--- config.mk ---
export PLATFORM = sky130hd
export DESIGN_NAME = led_fade_driver
export DESIGN_NICKNAME = d
export VERILOG_FILES = /design/src/rtl/led_fade_driver.sv
export SDC_FILE = /design/constraint.sdc
export NUM_CORES = 1
export LEC_CHECK = 0
export CORE_MARGIN = 1.5
export CORE_UTILIZATION = 58
export DETAILED_ROUTE_END_ITERATION = 6
export HOLD_SLACK_MARGIN = 0.06
export PLACE_DENSITY = 0.82
export SYNTH_ARGS = -nofsm -noshare
export SYNTH_HDL_FRONTEND = slang
export SYNTH_SLANG_ARGS = --single-unit
--- constraint.sdc ---
create_clock -name sys_clk -period 2.59 [get_ports sys_clk]
set_clock_uncertainty 0.05 [all_clocks]
set_input_delay 0.518 -clock sys_clk [delete_from_list [all_inputs] [get_ports sys_clk]]
set_output_delay 0.518 -clock sys_clk [all_outputs]
set_load 0.02 [all_outputs]
--- src/rtl/led_fade_driver.sv ---
// led_fade_driver: per-channel PWM LED driver that cross-fades
// a 4-bit running-light pattern by ramping duty up and down.
module led_fade_driver #(
  parameter int PWM_BITS = 8,
  parameter int STEP_DIV = 196_000
) (
  input  logic       sys_clk,
  input  logic       sys_rst,
  input  logic [3:0] led_in,
  output logic [3:0] led_out,
  output logic       busy
);

  localparam int SW = $clog2(STEP_DIV);
  localparam logic [PWM_BITS-1:0] MAX = '1;
  localparam logic [SW-1:0] STEP_LAST = SW'(STEP_DIV - 1);

  typedef enum logic [1:0] {
    S_OFF,
    S_RISE,
    S_ON,
    S_FALL
  } ch_state_t;

  logic [3:0]          led_q;
  logic [PWM_BITS-1:0] pwm_cnt;
  logic [SW-1:0]       step_cnt;
  logic                tick;

  ch_state_t           state_q [4];
  ch_state_t           state_d [4];
  logic [PWM_BITS-1:0] duty_q  [4];
  logic [PWM_BITS-1:0] duty_d  [4];
  logic [3:0]          ramping;
  logic [3:0]          pwm_bit;

  assign tick = (step_cnt == STEP_LAST);

  // Input register, free-running PWM counter and ramp tick divider.
  always_ff @(posedge sys_clk or posedge sys_rst) begin
    if (sys_rst) begin
      led_q    <= '0;
      pwm_cnt  <= '0;
      step_cnt <= '0;
    end else begin
      led_q    <= led_in;
      pwm_cnt  <= pwm_cnt + 1'b1;
      step_cnt <= tick ? '0 : step_cnt + 1'b1;
    end
  end

  // Per-channel ramp state and duty registers.
  always_ff @(posedge sys_clk or posedge sys_rst) begin
    if (sys_rst) begin
      for (int i = 0; i < 4; i++) begin
        state_q[i] <= S_OFF;
        duty_q[i]  <= '0;
      end
    end else begin
      for (int i = 0; i < 4; i++) begin
        state_q[i] <= state_d[i];
        duty_q[i]  <= duty_d[i];
      end
    end
  end

  // Ramp next-state: the tick acts on the current state, a reversal
  // keeps the current duty so the fade continues without a jump.
  always_comb begin
    for (int i = 0; i < 4; i++) begin
      state_d[i] = state_q[i];
      duty_d[i]  = duty_q[i];
      unique case (state_q[i])
        S_OFF: begin
          duty_d[i] = '0;
          if (led_q[i]) state_d[i] = S_RISE;
        end
        S_RISE: begin
          if (tick && duty_q[i] != MAX)
            duty_d[i] = duty_q[i] + 1'b1;
          if (!led_q[i])
            state_d[i] = S_FALL;
          else if (duty_d[i] == MAX)
            state_d[i] = S_ON;
        end
        S_ON: begin
          duty_d[i] = MAX;
          if (!led_q[i]) state_d[i] = S_FALL;
        end
        S_FALL: begin
          if (tick && duty_q[i] != '0)
            duty_d[i] = duty_q[i] - 1'b1;
          if (led_q[i])
            state_d[i] = S_RISE;
          else if (duty_d[i] == '0)
            state_d[i] = S_OFF;
        end
      endcase
    end
  end

  // PWM compare and ramp activity per channel.
  always_comb begin
    ramping = '0;
    pwm_bit = '0;
    for (int i = 0; i < 4; i++) begin
      ramping[i] = (state_q[i] == S_RISE) ||
                   (state_q[i] == S_FALL);
      pwm_bit[i] = (duty_q[i] == MAX) ||
                   (pwm_cnt < duty_q[i]);
    end
  end

  // Registered LED drive and busy flag.
  always_ff @(posedge sys_clk or posedge sys_rst) begin
    if (sys_rst) begin
      led_out <= '0;
      busy    <= 1'b0;
    end else begin
      led_out <= pwm_bit;
      busy    <= |ramping;
    end
  end

endmodule

---- After elaboration in Yosys (flattened, before gate mapping) ----
Index checks and enable logic that the tools add are counted.
word-level totals
  register bits after elaboration ......... 75
  latch bits .............................. 0
  memory bits (writable) .................. 0
  ROM bits ................................ 0
  input bits .............................. 6
  memories kept ........................... 0
operators by class
  add/sub/neg operators ................... 10
  multipliers ............................. 0
  div/mod/pow operators ................... 0
  magnitude comparators ................... 4
  eq/ne operators ......................... 41
  shift-type cells ........................ 0
  muxes and demuxes ....................... 49
  bitwise logic cells ..................... 0
  reduce and logical (&&, ||, !) cells .... 33
operators by type and width
  operator               count
  $mux 8                 16
  $pmux 8 s4             4
  $eq 8x8->1 const B     8
  $mux 2                 24
  $add 8x1->8 const B    5
  $logic_not 8->1        4
  $lt 8x8->1             4
  $ne 8x8->1 const B     4
  $pmux 2 s4             4
  $reduce_bool 8->1      4
  $sub 8x1->8 const B    4
  $ne 3x3->1 const B     8
  $add 18x1->18 const B  1
  $eq 18x18->1 const B   1
  $mux 18                1
  $eq 2x2->1 const B     8
  $ne 2x2->1 const B     8
  $reduce_and 4->1       4
  $eq 2x1->1 const B     4
  $logic_and 1x1->1      8
  $logic_not 2->1        4
  $logic_or 1x1->1       8
  $reduce_or 4->1        1

---- Logic depth before layout (Yosys ltp) ----
Gate-level depths: netlist (run 1).
  depth in word-level cells ............... 8
  mapped depth ............................ 12
  depth with buffers taken out ............ 9

---- Least setup slack after synthesis (run 1) ----
No wires, ideal clock.
  kind .................................... reg2reg
  start point ............................. reg duty_q[8] (netlist name)
  end point ............................... reg state_q[3] (netlist name)
  data arrival time ....................... 2.667 ns
  data required time ...................... 2.415 ns
  setup slack ............................. -0.252 ns
  cell stages (with the launch flop) ...... 11
  buffers on the path ..................... 1
  cell sequence ........................... dfrtp_1 clkbuf_1 inv_1 ha_1 or2b_2 or3_1 nand3_1 mux2_1 a2111oi_2 a311oi_2 mux2_4
on the way
  word-level cells in the longest chain between the ends .. 7
  elaborated cells on any way between the ends .. 15
ends and longest elaborated chain
  element                                              line  text
  start: declaration                                   32    logic [PWM_BITS-1:0] duty_q [4];
  start signal: indexed assignment                     62    duty_q[i] <= duty_d[i];
  branches (longest 6 deep; another with $add 8x1->8)  n/a
  $reduce_and 4->1 (no line) *                         n/a
  end signal: indexed assignment                       61    state_q[i] <= state_d[i];
  end: declaration                                     30    ch_state_t state_q [4];
Mark *: on every way between the ends. The select of a mux whose other input is x is not followed.
A chain may end at the register's enable or synchronous reset.

---- Final worst setup path (run 1) ----
  start point ............................. reg step_cnt[16]
  end point ............................... reg state_q[3] (netlist name)
on the way
  word-level cells in the longest chain between the ends .. 7
  elaborated cells on any way between the ends .. 12
ends and longest elaborated chain
  element                                        line    text
  start: declaration                             27      logic [SW-1:0] step_cnt;
  start signal: assignment                       48      step_cnt <= tick ? '0 : step_cnt + 1'b1;
  $eq 18x18->1 *                                 37      assign tick = (step_cnt == STEP_LAST);
  $logic_and 1x1->1, on equally long branches    79, 91
  $mux 8, on equally long branches               79, 91
  $mux 8                                         73      unique case (state_q[i])
  $eq 8x8->1 or $logic_not 8->1 (tied branches)  83, 95
  $ne 3x3->1 (no line)                           n/a
  $reduce_and 4->1 (no line) *                   n/a
Mark *: on every way between the ends. The rest lies on a longest branch, timed or not. The select of a mux whose other input is x is not followed.

==> out/metrics.yaml, run 1 <==
status:
  outcome: "complete, but fails checks"
  violations: "negative setup slack"
synth:
  avgSynthCellArea_sq_um: 8.52
  synth_edf_count: 0
  ys_types: 84
  synth_area_sq_um: 6570
  synth.area.top_cells: "dfrtp_1 (29%), ha_1 (11%), xnor2_1 (6.5%)"
  synth_top_area_share_pct: 28.5
  ys.flop_type: "dfrtp_1"
  ys_seq_elements: 75
  async_flop_share_pct: 100
  syn_nets: 838
  ys_warn_count: 0
  syn-instance-count: 772
  synth_top_area_cell: "dfrtp_1"
  ys_seq_area_share_pct: 28.5
finish:
  multi_input_area_sq_um: 4450
  fin_area_sq_um: 8240
  drive_gt1_share_pct: 24.5
  final_cell_count_no_fill: 1023
  post-route-util_pct: 75.4
  final-seq-area_sq_um: 1880
  syn2layout_area_growth_pct: 25.4
  diodes: 0
  fill_cells: 763
  nNetsFinal: 944
power_and_ir_drop:
  p_per_area_nw_per_um2: 987
  peakVddDrop_v: 0.000931
  p_leak_nw: 3.51
timing:
  fin_crit_sh_pct: 102
  fmax_ghz: 0.378
  maxSlewViolCount: 0
  rsz0062_at_grt: "yes"
  relSlewSlack_pct: 66.5
  worst_pin_slew_ps: 489
  fin_ws_ps: -53.1
  final.min_clock_period_ps: 2640
  hold_violations: 0
  setup-violations-final: 3
setup_path:
  setup.worst_path.end: "state_q[3]$_DFFE_PP0P_"
  worstSetupPathType: "reg2reg"
  worstReg2RegEnd: "state_q[3]$_DFFE_PP0P_"
  crit_arrival_ps: 2830
  end_kind: "flip-flop"
  worst_ep_required_time_ps: 2780
  startpoint_type: "flip-flop"
  reg2regPathDepth: 8
  timing.rr.start: "step_cnt[16]$_DFF_PP0_"
  crit_fanout: 6
  cp-startpoint: "step_cnt[16]$_DFF_PP0_"
  rrSetupSlack_ps: -50
global_route:
  grt_max_degree: 38
  antenna_found_initial: 0
  grt_pass1_wl_microns: 33000
  grt_usage_pct: 35.8
  overflow: 0
  grt_pass1_vias: 6524
placement:
  port_buffers: 10
  post-place-cells: 987
  routabilityCongestion: 0.968
  post-dp-hpwl_microns: 14800
  place_area_sq_um: 7490
cts:
  cts_sinks: 75
  cts-root-buf: "clkbuf_16"
  max-clock-path-buffers: 2
  cts.clk_slew.worst_paths_ps: 60
  numCtsBuffers: 9
  clk_latency_ps: 360
  htreeDepth: 3
  cts_tree: "done"
routing:
  post_drt_via_cell_ratio: 6.56
  drtAntennaViolNets: 0
  drcViolationCount: 0
  vias: 6706
  routed_wl_microns: 21000
  routedWlPerCell_microns: 20.5
  drtPass1Iterations: 5
  drt_iter0_drc: 560
die:
  core-area_sq_um: 10900
  num_rows: 38
  initial_core_util_pct: 60.1
  dieWidth_microns: 109
  num_io_pins: 11
  die_h_microns: 109
  die-area_sq_um: 12000
min_path:
  hold_class: "in2async"
job:
  cap_violations: 0
[cell families (layout without fill, tap and decap cells)]
family	after synthesis	count (layout)	synth area share, %
AO/OA/AOI/OAI	154	154	17.3
XOR/XNOR	60	60	7.99
adder cells (fa/ha/maj)	60	60	11.4
buffers and inverters	107	218	7.19
flip-flops	75	75	28.5
multiplexers	20	20	3.25
AND/OR/NAND/NOR	296	296	24.3
[how the worst min path moves through the flow]
| stage | from | endpoint | slack [ps] | cells after the start |
|---|---|---|---|---|
| finish | sys_rst | duty_q[2]$_DFF_PP0_ | 310 | 2 |
| global route | sys_rst | duty_q[2]$_DFF_PP0_ | 340 | 2 |
| CTS | sys_rst | duty_q[2]$_DFF_PP0_ | 320 | 2 |
| detailed placement | step_cnt[4]$_DFF_PP0_ | step_cnt[4]$_DFF_PP0_ | 440 | 1 |
| global placement | step_cnt[4]$_DFF_PP0_ | step_cnt[4]$_DFF_PP0_ | 420 | 1 |
| floorplan | step_cnt[4]$_DFF_PP0_ | step_cnt[4]$_DFF_PP0_ | 400 | 1 |
[area by class of cell]
type                       count  area share, %
multi-input combinational    590           54.0
tap                          140           2.13
clock inverter                 5          0.774
sequential                    75           22.8
clock buffer                  11           2.82
inverter                      55           2.55
timing repair buffer         147           14.9
[flip-flops by register name (all words and copies together) (netlist names)]
signal	count
step_cnt	18
busy	1
state_q	8
pwm_cnt	8
led_q	4
led_out	4
duty_q	32
[stage by stage]
stage | hold WS (ps) | TNS (ps) | total power [mW] | setup slack (ps)
2_1_floorplan | 403 | -21.8 | 4.81 | -21.8
4_1_cts | 316 | -56.1 | 7.88 | -32.1
3_3_place_gp | 424 | -348 | 6.32 | -134
3_5_place_dp | 442 | -785 | 6.46 | -187
5_1_grt | 338 | -547 | 8.61 | -133
6_report | 315 | -112 | 8.14 | -53.1
[Yosys cell counts (all sizes together), types with 9 or more instances]
cell / number
nor2: 82
dfrtp: 75
ha: 60
inv: 49
xnor2: 49
nand2: 43
nand3: 40
clkbuf: 32
nand4: 30
a221oi: 28
nor4: 26
o21ai: 25
nor3: 24
a21oi: 20
buf: 20
a31oi: 14
mux2i: 12
xor2: 11
o31ai: 9
[placed cells by master, fill, tap and decap left out, types with 4 or more instances in the layout]
cell type / n
clkbuf_16: 9
a221oi_1: 26
nand4_1: 29
nand3_1: 36
nand2_1: 41
a31oi_1: 13
nor3_1: 19
o21ai_0: 24
inv_1: 46
dfrtp_1: 74
nor4_1: 17
o31ai_1: 7
ha_1: 59
clkinv_1: 6
xor2_1: 11
clkdlybuf4s50_1: 10
nand3_2: 4
a21boi_0: 6
or3_1: 7
xnor2_1: 48
nor4_2: 7
and3_1: 7
a2111oi_0: 4
nor2b_1: 4
and4_1: 4
mux2i_1: 12
a21oi_1: 19
a21o_1: 5
nor2_1: 80
buf_4: 127
buf_6: 4
[metal layers]
| metal | part of all wire [%] | wire length, microns | up-vias | track usage, % |
|---|---|---|---|---|
| met5 | 0 | 0 | - | 0 |
| met4 | 2.8 | 598 | 0 | 16.0 |
| met3 | 8.8 | 1850 | 54 | 6.94 |
| met2 | 48 | 10000 | 358 | 58.3 |
| met1 | 40 | 8490 | 3248 | 46.0 |
| li1 | - | - | 3046 | - |
[worst max-delay path, stage by stage (launching register included)]
cell	delay (ps)
dfrtp_1	380
and4b_2	330
nand4_4	120
buf_12	180
nor4b_4	330
mux2_4	340
o2111a_2	150
a311oi_2	310
mux2_4	330
[where the power goes]
group          switching [mW]  leakage (nW)  internal [mW]
logic                    2.91          2.43           2.13
registers               0.296         0.938           1.50
clock network           0.547         0.140          0.752
total                    3.75          3.51           4.39
[what timing repair did]
action	4_1_cts	5_1_grt
cloned	2	0
setup endpoints to repair	11	11
setup buffers	12	6
pin swaps	9	11
hold buffers	0	0
resized for setup	30	21
Power figures use the tool's default switching activity.
==> inputs of run 2 (changes only) <==
- PLACE_DENSITY: 0.82 -> default
- PLACE_DENSITY_LB_ADDON: default -> 0.15
==> run 2 against run 1 <==
Against the previous run: non-clock buffer count down 13; worst hold slack improved by 110 ps; clock-buffer cell count unchanged; highest routed layer unchanged; core utilization increased by 0.42 points; setup slack worse by 18 ps; first-iteration DRC count fell by 9.6%; wire length shrank 8.2%; the run still ends with negative setup slack left; global-route usage decreased by 3.6 points; cell count down 1.3%.
==> out/metrics.yaml, run 2 (synthesis gave the netlist of run 1 again) <==
routing:
  drtAntennaViolNets: 0  # unchanged
  drt_iter0_drc: 506  # was 560
  routed_wl_microns: 19300  # was 21,000 microns
  vias: 6595  # was 6,706
  drtPass1Iterations: 6  # was 5
  post_drt_via_cell_ratio: 6.53  # was 6.56
  drcViolationCount: 0  # unchanged
  routedWlPerCell_microns: 19.1  # was 20.5 microns
timing:
  worst_pin_slew_ps: 641  # was 489 ps
  fin_tns_setup_ps: -164  # was -112 ps
  fin_ws_ps: -70.6  # was -53.1 ps
  fmax_ghz: 0.376  # was 0.378 GHz
  rsz0062_at_grt: "yes"  # unchanged
  hold_violations: 0  # unchanged
  final.min_clock_period_ps: 2660  # was 2640 ps
  fin_crit_sh_pct: 103  # was 102%
  relSlewSlack_pct: 56.9  # was 66.5%
  setup-violations-final: 4  # was 3
  maxSlewViolCount: 0  # unchanged
job:
  cap_violations: 0  # unchanged
setup_path:
  crit_arrival_ps: 2840  # was 2830 ps
  worst_ep_required_time_ps: 2770  # was 2780 ps
  startpoint_type: "flip-flop"  # unchanged
  end_kind: "flip-flop"  # unchanged
  worstSetupPathType: "reg2reg"  # unchanged
  crit_fanout: 12  # was 6
power_and_ir_drop:
  seq_power_share_pct: 22.8  # was 22.1%
  pwr-share-comb_pct: 59.8  # was 61.9%
  p_sw_mw: 3.66  # was 3.75 mW
  p_int_mw: 4.50  # was 4.39 mW
  swShare_pct: 44.9  # was 46.1%
  p_per_area_nw_per_um2: 984  # was 987 nW/um^2
  peakVddDrop_v: 0.000683  # was 0.000931 V
  clockPowerShare_pct: 17.4  # was 16.0%
  p_leak_nw: 3.49  # was 3.51 nW
finish:
  largest_register_ffs: 32  # unchanged
  syn2layout_area_growth_pct: 26.1  # was 25.4%
  regMostFlops: "duty_q"  # unchanged
  final_cell_mix: "buf_4 (112), nor2_1 (81), dfrtp_1 (75)"  # was buf_4 (127), nor2_1 (80), dfrtp_1 (74)
  drive_gt1_share_pct: 24.6  # was 24.5%
  nNetsFinal: 931  # was 944
  fill_cells: 817  # was 763
  diodes: 0  # unchanged
  final_common_cell: "buf_4"  # unchanged
  reg_top3: "duty_q x32, step_cnt x18"  # unchanged
  final_cell_count_no_fill: 1010  # was 1,023
  fin_area_sq_um: 8290  # was 8240 sq um
  post-route-util_pct: 75.8  # was 75.4%
die:
  die_h_microns: 109  # unchanged
  dieWidth_microns: 109  # unchanged
  num_rows: 38  # unchanged
  die-area_sq_um: 12000  # unchanged
  initial_core_util_pct: 60.1  # unchanged
  num_io_pins: 11  # unchanged
  core-area_sq_um: 10900  # unchanged
placement:
  port_buffers: 10  # unchanged
  post-dp-hpwl_microns: 13500  # was 14,800 microns
  post-place-cells: 975  # was 987
  place_area_sq_um: 7440  # was 7490 sq um
  dpl_worst_slack_ps: -100  # was -187 ps
  routabilityCongestion: 1.01  # was 0.968
cts:
  max-clock-path-buffers: 2  # unchanged
  clk_latency_ps: 350  # was 360 ps
  htreeDepth: 3  # unchanged
  cts.clk_slew.worst_paths_ps: 60  # about the same
  cts-root-buf: "clkbuf_16"  # unchanged
  cts_hold_buffers: 0  # unchanged
  numCtsBuffers: 9  # unchanged
  cts_tree: "done"  # unchanged
  cts_sinks: 75  # unchanged
status:
  outcome: "complete, but fails checks"  # unchanged
  violations: "negative setup slack"  # unchanged
global_route:
  antenna_found_initial: 0  # unchanged
  grt_pass1_wl_microns: 30200  # was 33,000 microns
  overflow: 0  # unchanged
  grt_pass1_vias: 6188  # was 6,524
  grt_max_degree: 32  # was 38
  grt_usage_pct: 32.2  # was 35.8%
min_path:
  hold_class: "in2async"  # unchanged
[run 2: repair_timing]
item                                    in CTS  in global routing
pin swaps                                    8                 21
endpoints found under the setup margin       7                 16
gates cloned                                 0                  2
endpoints found under the hold margin        0                  0
resized for setup                           16                 41
setup buffers                                1                 16
[run 2: cell type report]
type | instances | area [sq um] | share of cell area [%]
clock buffers | 11 | 253 | 3.05
clock inverters | 5 | 85.1 | 1.03
inverters | 55 | 210 | 2.54
multi-input cells | 590 | 4540 | 54.7
flip-flops and latches | 75 | 1880 | 22.6
well taps | 140 | 175 | 2.11
repair buffers | 134 | 1150 | 13.9
[run 2: path summary, 6_finish.rpt]
| kind | startpoint | end | slack (ps) | cells after the start |
|---|---|---|---|---|
| max | step_cnt[16]$_DFF_PP0_ | state_q[1]$_DFFE_PP0P_ | -70 | 10 |
| min | sys_rst | duty_q[5]$_DFF_PP0_ | 420 | 2 |
| max reg2reg | step_cnt[16]$_DFF_PP0_ | state_q[1]$_DFFE_PP0P_ | -70 | 10 |
| min reg2reg | step_cnt[4]$_DFF_PP0_ | step_cnt[4]$_DFF_PP0_ | 470 | 1 |
| max in group asynchronous | sys_rst | state_q[5]$_DFFE_PP0P_ | 1540 | 3 |
| min in group sys_clk | step_cnt[4]$_DFF_PP0_ | step_cnt[4]$_DFF_PP0_ | 470 | 1 |
[run 2: layer usage]
layer | global-route usage, % | up-vias | share of wire, %
met5 | 0 | - | 0
met4 | 12.2 | 0 | 2.8
met3 | 7.23 | 64 | 7.9
met2 | 52.1 | 327 | 48
met1 | 42.0 | 3177 | 41
li1 | - | 3027 | -
[run 2: critical path, stage by stage, from the launching register on]
cell	delay, ps
dfrtp_1	390
and4b_2	330
and4_4	240
buf_12	140
buf_4	120
buf_4	100
a311oi_1	80
a31oi_1	280
o31ai_2	130
a221oi_2	310
mux2_1	360
[run 2: stage by stage]
step,hold slack (ps),power (mW)
2_1_floorplan,403,4.81
3_3_place_gp,425,6.14
3_5_place_dp,427,6.26
4_1_cts,428,7.79
5_1_grt,441,8.68
6_report,422,8.16
[run 2: power groups by stage]
stage                     clock, mW  combinational (mW)  sequential, mW
final                          1.42                4.88            1.86
after global routing           1.48                5.30            1.90
after CTS                      1.44                4.52            1.83
after detailed placement          0                4.42            1.85
after global placement            0                4.31            1.83
after floorplan                   0                3.03            1.78
==> variant, RTL diff (flow settings as in run 1) <==
Set the parameter `STEP_DIV` to 98_000 (it was 196_000).
--- a/src/rtl/led_fade_driver.sv
+++ b/src/rtl/led_fade_driver.sv
@@ -2,7 +2,7 @@
 // a 4-bit running-light pattern by ramping duty up and down.
 module led_fade_driver #(
   parameter int PWM_BITS = 8,
-  parameter int STEP_DIV = 196_000
+  parameter int STEP_DIV = 98_000
 ) (
   input  logic       sys_clk,
   input  logic       sys_rst,
Check against the original RTL: same outputs for any inputs over 10 cycles, from zero or initial values and one cycle with sys_rst high; that may be too few to reach the edited logic, so the function may still have changed.
==> variant against run 1 <==
The run still ends with setup timing left. Setup slack worse by 0.24 ns. Sequential cell count is 1 lower. First-iteration DRC count is 13% lower. Wire length is 15% lower. Cell area is 7.4% lower. Die area is 8.6% lower. Clock power hardly changed. Global-route usage is 4.9 points lower. Area after synthesis is 8.9% lower. Power is 5.6% lower. Critical path depth is 2 higher. Core utilization is 1.6 points higher. Fmax is 8.4% lower.
==> variant: results (changes against run 1) <==
[status]
status=finished with violations
violations=setup timing

[yosys]
ys_top_cells_by_count=nor2_1 (82), dfrtp_1 (74), ha_1 (59)
ys_types=63  ; -25%
yosys_warnings=0  ; unchanged
synth_ff_type=dfrtp_1
syn_avg_cell_area_um2=8.43  ; -1.0%
ys_seq_area_share_pct=30.9  ; +2.4 points
synth_nets=776  ; -7.4%
synthTopCellsByArea=dfrtp_1 (31%), ha_1 (12%), xnor2_1 (7.6%)

[detailed_routing]
wl_met3_mm=1.47  ; -21%
firstDrtPassIters=5  ; unchanged
vias_per_cell=6.53  ; -0.40%
drt_wl_total_mm=17.7  ; -15%
wl_met2_mm=8.47  ; -16%
highest-signal-layer=met4
met1_length_mm=6.93  ; -18%
num_vias=6098  ; -9.1%
drtIter0Drc=488  ; -13%

[power]
ir_drop_v=0.000791  ; -15%
p_leak_nw=3.38  ; -3.8%

[grt]
antenna_found_initial=0  ; unchanged
grt_first_pass_wirelength_mm=27.6  ; -16%
grt_pass1_vias=5813  ; -11%
grt_usage_pct=30.9  ; -4.9 points
grt_max_degree=75  ; +97%

[clock_tree]
cts_buffers=9  ; unchanged
clk_latency_ns=0.36  ; about the same
clk_pin_slew_ns=0.08  ; +0.02 ns
cts-root-buf=clkbuf_8
htreeDepth=3  ; unchanged

[setup_path]
slowest_stage=or4b_4
worstSetupStartpointType=register
rr_startpoint=step_cnt[8]
rr_endpoint=state_q[3]
path_delay_family=simple AND/OR/NAND/NOR gates
crit_path_max_incr_delay_ns=0.57  ; +0.19 ns
ff2ff_path_depth=10  ; +2
critPathArrivalTime_ns=3.09  ; +0.26 ns
endpoint=state_q[3]
crit_fanout=5  ; -1

[placement]
placedCellCount=899  ; -8.9%
port-buffer-count=10  ; unchanged
hpwl_mm=11.5  ; -22%
pre_cts_ws_ns=-0.220  ; -0.0331 ns
gp_congestion=1.00  ; +3.3%
post_dp_cell_area_um2=6790  ; -9.4%

[timing]
fin_hold_ws_ns=0.412  ; +0.0972 ns
setup_violations=19  ; +16
fin_tns_setup_ns=-2.68  ; -2.57 ns
worst_pin_slew_ns=0.555  ; +0.0657 ns
worst_slack_ns=-0.294  ; -0.241 ns

[min_path]
min-delay-start=step_cnt[0]
hold_path_depth=1
hold_end=step_cnt[0]
hold_path_class=reg2reg

[cells_and_area]
final_layout_size_suffix_gt1_share_pct=25.0  ; +0.51 points
nFillCells=639  ; -16%
reg_top3=duty_q (32), step_cnt (17)
fin_nets=861  ; -8.8%

-- variant: changes by cell type in the layout (fill, tap and decap cells not counted), sizes merged, moves of 6 or more --
cell	run 1	this run
buf	137	102
nor4	26	12
and3	8	20
nand2	43	54
a31oi	14	5
clkinv	10	2
nand3	40	32
nand4	30	22
mux2i	12	5
or3	8	2
-- variant: report_power, final --
part	total, mW	internal, mW	switching, mW
clock network	1.30	0.836	0.463
logic	4.47	1.87	2.61
registers	1.91	1.49	0.423
-- variant: kinds of logic (layout without fill, tap and decap cells) --
group	after synthesis	count (layout)	synth area share (%)
XOR/XNOR	63	63	9.21
AND/OR/NAND/NOR	284	284	24.3
adder cells (fa/ha/maj)	59	59	12.3
buffers and inverters	93	183	6.03
AO/OA/AOI/OAI	125	125	14.8
multiplexers	13	13	2.40
flip-flops	74	74	30.9
-- variant: area by class of cell --
cell class / instances / area [µm²] / area share [%]
Timing Repair Buffer: 112 / 948 / 12.4
Clock buffer: 11 / 131 / 1.72
Multi-Input combinational cell: 544 / 4180 / 54.7
Inverter: 55 / 206 / 2.71
Sequential cell: 74 / 1850 / 24.3
Clock inverter: 5 / 150 / 1.97
Tap cell: 133 / 166 / 2.18
-- variant: timing repair --
action	4_1_cts	5_1_grt
gates resized for setup	33	55
setup endpoints to repair	15	31
pin swaps	16	30
hold buffers	0	0
buffers inserted	13	8
gates cloned	1	0
-- variant: layer usage --
layer  vias to the layer above  track usage [%]
li1                       2715                -
met1                      2889             38.4
met5                         -                0
met3                       109             4.37
met4                         0             12.3
met2                       385             54.1
-- variant: worst reg2reg max path: stages, from the launching register on --
cell and delay (ns):
dfrtp_1 0.38, or4b_4 0.57, nor4_4 0.25, buf_4 0.19, buf_6 0.13, nand4_1 0.11
mux2_2 0.35, nor2_1 0.13, nand4_1 0.11, o22ai_2 0.17, mux2_4 0.32
